### config.mk
export PLATFORM = sky130hd
export DESIGN_NAME = game_time_logger
export DESIGN_NICKNAME = d
export VERILOG_FILES = /design/src/rtl/game_pkg.sv /design/src/rtl/game_log_fifo.sv /design/src/rtl/game_time_logger.sv
export SDC_FILE = /design/constraint.sdc
export NUM_CORES = 1
export LEC_CHECK = 0
export ABC_AREA = 1
export CORE_MARGIN = 3
export CORE_UTILIZATION = 25
export CTS_CLUSTER_SIZE = 8
export DETAILED_ROUTE_END_ITERATION = 8
export PLACE_DENSITY_LB_ADDON = 0.25
export SYNTH_ARGS = -nofsm -noshare
export SYNTH_HDL_FRONTEND = slang
export SYNTH_HIERARCHICAL = 1
export SYNTH_SLANG_ARGS = --single-unit
### constraint.sdc
create_clock -name CLOCK50M -period 3.1 [get_ports CLOCK50M]
set_clock_uncertainty 0.05 [all_clocks]
set_input_delay 0.62 -clock CLOCK50M [delete_from_list [all_inputs] [get_ports CLOCK50M]]
set_output_delay 0.62 -clock CLOCK50M [all_outputs]
set_load 0.03 [all_outputs]
### src/rtl/game_pkg.sv
// Shared types for the game-time logger. GAME_LOG_DELTA_EN adds a per-entry
// capture interval next to each timestamp.
package game_pkg;

  localparam int GAME_TS_W      = 10;
  localparam int GAME_LOG_DEPTH = 8;

  typedef logic [GAME_TS_W-1:0] game_ts_t;

  typedef struct packed {
    game_ts_t ts;
`ifdef GAME_LOG_DELTA_EN
    game_ts_t delta;
`endif
  } game_log_entry_t;

  // Stored entry width for a given timestamp width.
  function automatic int game_entry_w(input int ts_w);
`ifdef GAME_LOG_DELTA_EN
    return 2 * ts_w;
`else
    return ts_w;
`endif
  endfunction

endpackage

### src/rtl/game_log_fifo.sv
// Synchronous FIFO with extra-MSB pointers, registered storage and a
// combinational head view. clear wins over same-cycle push/pop.
module game_log_fifo #(
  parameter int DEPTH = 8,
  parameter int W     = 10
) (
  input  logic                   clk,
  input  logic                   rst,
  input  logic                   clear,
  input  logic                   push,
  input  logic                   pop,
  input  logic [W-1:0]           wr_data,
  output logic [W-1:0]           rd_data,
  output logic                   full,
  output logic                   empty,
  output logic [$clog2(DEPTH):0] level
);

  localparam int AW = $clog2(DEPTH);
  localparam int PW = AW + 1;

  logic [PW-1:0] wr_ptr_reg, wr_ptr_next;
  logic [PW-1:0] rd_ptr_reg, rd_ptr_next;
  logic          do_push, do_pop;
  logic [W-1:0]  mem [DEPTH];

  assign empty = (wr_ptr_reg == rd_ptr_reg);
  assign full  = (wr_ptr_reg[AW] != rd_ptr_reg[AW]) &&
                 (wr_ptr_reg[AW-1:0] == rd_ptr_reg[AW-1:0]);

  // A pop on a full FIFO frees the slot the push lands in.
  assign do_pop  = pop && !empty && !clear;
  assign do_push = push && (!full || do_pop) && !clear;

  always_comb begin
    wr_ptr_next = wr_ptr_reg;
    rd_ptr_next = rd_ptr_reg;
    if (clear) begin
      wr_ptr_next = '0;
      rd_ptr_next = '0;
    end else begin
      if (do_push) wr_ptr_next = wr_ptr_reg + PW'(1);
      if (do_pop)  rd_ptr_next = rd_ptr_reg + PW'(1);
    end
  end

  always_ff @(posedge clk or posedge rst) begin
    if (rst) begin
      wr_ptr_reg <= '0;
      rd_ptr_reg <= '0;
    end else begin
      wr_ptr_reg <= wr_ptr_next;
      rd_ptr_reg <= rd_ptr_next;
    end
  end

  genvar gi;
  generate
    for (gi = 0; gi < DEPTH; gi++) begin : gen_entry
      logic [W-1:0] entry_reg;

      always_ff @(posedge clk or posedge rst) begin
        if (rst)
          entry_reg <= '0;
        else if (do_push && (wr_ptr_reg[AW-1:0] == AW'(gi)))
          entry_reg <= wr_data;
      end

      assign mem[gi] = entry_reg;
    end
  endgenerate

  assign rd_data = mem[rd_ptr_reg[AW-1:0]];
  assign level   = wr_ptr_reg - rd_ptr_reg;

endmodule

### src/rtl/game_time_logger.sv
// Captures the game-time counter on each write strobe into a small FIFO and
// flags tick-stream inconsistencies. GAME_LOG_DELTA_EN adds rd_delta.
module game_time_logger
  import game_pkg::*;
#(
  parameter int DEPTH = GAME_LOG_DEPTH,
  parameter int TS_W  = GAME_TS_W
) (
  input  logic                   CLOCK50M,
  input  logic                   KEY0,
  input  logic [TS_W-1:0]        counter_in,
  input  logic                   counter_update,
  input  logic                   write_100m,
  input  logic                   clear,
  input  logic                   rd_ready,
  output logic                   rd_valid,
  output logic [TS_W-1:0]        rd_ts,
`ifdef GAME_LOG_DELTA_EN
  output logic [TS_W-1:0]        rd_delta,
`endif
  output logic [$clog2(DEPTH):0] level,
  output logic                   overflow,
  output logic                   seq_err
);

  localparam int ENTRY_W = game_entry_w(TS_W);

  logic               fifo_full, fifo_empty;
  logic               pop, accept;
  logic [ENTRY_W-1:0] wr_entry, rd_entry;
  logic [TS_W-1:0]    prev_ts_reg, prev_plus1;
  logic               step_bad;
  logic               overflow_reg, overflow_next;
  logic               seq_err_reg, seq_err_next;

  assign rd_valid = !fifo_empty;
  assign pop      = rd_valid && rd_ready;
  assign accept   = write_100m && (!fifo_full || pop) && !clear;

`ifdef GAME_LOG_DELTA_EN
  logic [TS_W-1:0] last_cap_reg, last_cap_next;

  always_comb begin
    last_cap_next = last_cap_reg;
    if (clear)
      last_cap_next = '0;
    else if (accept)
      last_cap_next = counter_in;
  end

  always_ff @(posedge CLOCK50M or posedge KEY0) begin
    if (KEY0)
      last_cap_reg <= '0;
    else
      last_cap_reg <= last_cap_next;
  end

  // Subtraction wraps naturally at TS_W bits.
  assign wr_entry = {counter_in, counter_in - last_cap_reg};
  assign rd_ts    = rd_entry[ENTRY_W-1:TS_W];
  assign rd_delta = rd_entry[TS_W-1:0];
`else
  assign wr_entry = counter_in;
  assign rd_ts    = rd_entry;
`endif

  game_log_fifo #(
    .DEPTH (DEPTH),
    .W     (ENTRY_W)
  ) u_fifo (
    .clk     (CLOCK50M),
    .rst     (KEY0),
    .clear   (clear),
    .push    (accept),
    .pop     (pop),
    .wr_data (wr_entry),
    .rd_data (rd_entry),
    .full    (fifo_full),
    .empty   (fifo_empty),
    .level   (level)
  );

  assign prev_plus1 = prev_ts_reg + TS_W'(1);

  // Free-running jumps to zero are the game's own reset path, not an error.
  always_comb begin
    step_bad = 1'b0;
    if (counter_update)
      step_bad = (counter_in != prev_plus1);
    else
      step_bad = (counter_in != prev_ts_reg) && (counter_in != '0);
  end

  always_comb begin
    overflow_next = overflow_reg;
    seq_err_next  = seq_err_reg;
    if (clear) begin
      overflow_next = 1'b0;
      seq_err_next  = 1'b0;
    end else begin
      if (write_100m && fifo_full && !pop) overflow_next = 1'b1;
      if (step_bad)                        seq_err_next  = 1'b1;
    end
  end

  always_ff @(posedge CLOCK50M or posedge KEY0) begin
    if (KEY0) begin
      prev_ts_reg  <= '0;
      overflow_reg <= 1'b0;
      seq_err_reg  <= 1'b0;
    end else begin
      prev_ts_reg  <= counter_in;
      overflow_reg <= overflow_next;
      seq_err_reg  <= seq_err_next;
    end
  end

  assign overflow = overflow_reg;
  assign seq_err  = seq_err_reg;

endmodule

==> flow_metrics.py <==
metrics = {
    "grt": {
        "overflow": 0,
        "grt_pass1_wl_um": 24700,
        "grt_pass1_vias": 4481,
        "grt_use_total_pct": 13.2,
        "grt_max_degree": 36,
        "antenna_found_initial": 0,
    },
    "synth": {
        "yosysSeqAreaShare_pct": 46.6,
        "yosys-top-cells-area": "dfrtp_1 (47%), nand2_1 (23%), nor2_1 (4.5%)",
        "async_flop_share_pct": 100,
        "yosysWarnings": 6,
        "synth.most_common_cell": "nand2_1",
        "synth_top_area_cell": "dfrtp_1",
        "syn-cell-area_mm2": 0.00537,
        "syn_inst": 713,
        "synthDistinctLibCells": 29,
        "yosys.area.top_type_share_pct": 46.6,
        "dominantRegCellSynth": "dfrtp_1",
        "syn_nets": 741,
        "synth-edff-count": 0,
        "ys_top_cells_by_count": "nand2_1 (335), dfrtp_1 (100), nor2_1 (64)",
        "postSynthAreaPerCell_um2": 7.53,
        "synth_seq_cells": 100,
    },
    "timing": {
        "period_share_pct": 94.0,
        "final_max_slew_viol_count": 0,
        "finalSetupTns_ns": 0,
        "tightest_slew_ns": 0.604,
        "max_slew_margin_pct": 59.7,
        "rsz0062_at_grt": "no",
        "max_freq_mhz": 343,
        "setup_viol": 0,
        "hold_viol": 0,
        "fin_crit_ns": 2.91,
    },
    "setup_path": {
        "cp-start-kind": "flip-flop",
        "crit_path_top_delay_cell": "clkdlybuf4s50_1",
        "worst-endpoint-arrival_ns": 2.24,
        "cp_num_buf_inv": 3,
        "slowest_delay_ns": 0.59,
        "endpoint_kind": "output port",
        "crit_fanout": 8,
        "cp_common_cell": "inv_1",
        "crit_type": "reg2out",
        "path_cells": "ha_1, nand2_1, nor2_2, inv_1, nor2_1, inv_1, clkdlybuf4s50_1",
        "cp.required_ns": 2.43,
        "path_delay_family": "buffers and inverters",
    },
    "placed_design": {
        "dp_hpwl_um": 10700,
        "placed_cell_area_mm2": 0.00607,
        "gp_congestion": 0.801,
        "numPortBuffers": 32,
        "dp_cells": 1012,
    },
    "pwr": {
        "leakage_nw": 3.50,
        "powerDensity_mw_per_mm2": 516,
        "peakVddDrop_mv": 0.328,
    },
    "floorplan": {
        "initial_utilization_pct": 25.9,
        "die-width_um": 153,
        "pin_count": 33,
        "dieArea_mm2": 0.0233,
        "core_mm2": 0.0207,
        "dieHeight_um": 153,
        "rows": 52,
    },
    "route": {
        "dr.pass1.iters": 5,
        "vias_per_cell": 4.45,
        "num_vias": 4578,
        "routedLengthMet1_um": 7790,
        "drtIter0Drc": 323,
        "wire_per_inst_um": 14.7,
        "routed.top_layer": "met4",
        "route.met3.wl_um": 439,
        "ant_nets": 0,
        "drc": 0,
        "wl_um": 15100,
        "dr_wl_met2_um": 6650,
    },
    "clocking": {
        "post_cts_buffers": 0,
        "clock_sinks": 100,
        "numCtsBuffers": 9,
        "cts_root_buf": "clkbuf_16",
        "cts.path.max_buffers": 2,
        "htree_num_levels": 3,
        "path_clk_slew_ns": 0.07,
        "insertion_delay_ns": 0.35,
        "cts_tree": "done",
    },
    "layout": {
        "final_cell_area_mm2": 0.00640,
        "regArea_mm2": 0.00250,
        "nNetsFinal": 781,
        "final_layout_size_suffix_gt1_share_pct": 10.7,
        "diodes": 0,
        "largest_reg_flops": 80,
        "area_growth_pct": 19.2,
        "multi_input_area_mm2": 0.00255,
        "instances_no_fill": 1028,
        "n_fill_cell": 2242,
    },
    "worst_hold_path": {
        "hp-class": "reg2reg",
    },
    "run_status": {
        "outcome": "completed",
    },
    "job": {
        "maxCapViolCount": 0,
    },
}
[path summary, 6_finish.rpt]
kind | slack [ns] | cells after the start | endpoint | startpoint
worst max-delay path | 0.19 | 7 | rd_valid | u_fifo/wr_ptr_reg[2]
worst min-delay path | 0.42 | 2 | u_fifo/gen_entry[1].entry_reg[0] | u_fifo/gen_entry[1].entry_reg[0]
worst max register to register | 0.36 | 14 | u_fifo/gen_entry[4].entry_reg[9] | u_fifo/wr_ptr_reg[2]
worst min register to register | 0.42 | 2 | u_fifo/gen_entry[1].entry_reg[0] | u_fifo/gen_entry[1].entry_reg[0]
max in group asynchronous | 1.76 | 3 | u_fifo/gen_entry[5].entry_reg[6] | KEY0
min in group asynchronous | 0.61 | 2 | overflow | KEY0
[repair_timing]
action / in CTS / in global routing
setup endpoints to repair: 0 / 1
gates resized for setup: 0 / 1
hold buffers: 0 / 0
[where the power goes]
| group | total (W) | internal [W] | switching, W |
|---|---|---|---|
| sequential | 0.00148 | 0.00142 | 0.0000648 |
| clock | 0.00124 | 0.000730 | 0.000511 |
| combinational | 0.000576 | 0.000211 | 0.000365 |
[layout by cell type (no fill, tap or decap), types with 3 or more instances in the layout]
master           Yosys  routed
nand2_1            335     335
dfrtp_1            100     100
nor2_1              64      64
o21ai_0             41      41
inv_1               39      38
buf_4                0      35
clkdlybuf4s50_1      0      20
o22ai_1             20      20
nand3_1             14      14
ha_1                11      11
nand4_1              9       9
clkbuf_16            0       9
nor2_8               8       8
xnor2_1              6       6
a21oi_1              5       5
nor2_2               5       5
xor2_1               5       5
o21ai_1              5       5
inv_2                5       5
nand3_2              3       3
clkinv_2             0       3
[cell type report]
class,count,share of cell area [%]
repair buffers,58,8.04
clock inverters,6,1.35
clock buffers,10,3.73
flip-flops and latches,100,39.1
multi-input cells,540,39.9
well taps,270,5.28
inverters,44,2.60
[per-layer routing]
metal	global-route usage, %	vias to the layer above
met5	0	-
met4	3.44	0
met1	19.7	2184
met3	2.13	15
met2	19.8	78
li1	-	2301
[per-stage QoR]
step / util (%) / worst slack [ns] / hold slack (ns) / power (W)
2_1_floorplan: - / 0.151 / 0.394 / 0.00187
3_5_place_dp: 29.3 / 0.345 / 0.410 / 0.00209
4_1_cts: 30.9 / 0.156 / 0.428 / 0.00335
6_report: 30.9 / 0.186 / 0.424 / 0.00330
3_3_place_gp: 29.3 / 0.384 / 0.407 / 0.00209
5_1_grt: 30.9 / 0.00666 / 0.444 / 0.00348
[worst min-delay path, delay by kind of cell, from the launching register on]
family	cells	cell delay [ns]
flops	1	0.34
simple gates	2	0.10
[logic make-up after synthesis]
group                      count (synthesis)  share of synthesized area [%]
adders and majority gates                 12                           2.94
DFF                                      100                           46.6
and+or+nand+nor                          444                           35.4
AOI/OAI and AO/OA                         73                           7.48
xor gates and xnor gates                  11                           1.79
buffers and inverters                     73                           5.83
(Power assumes the default switching activity.)
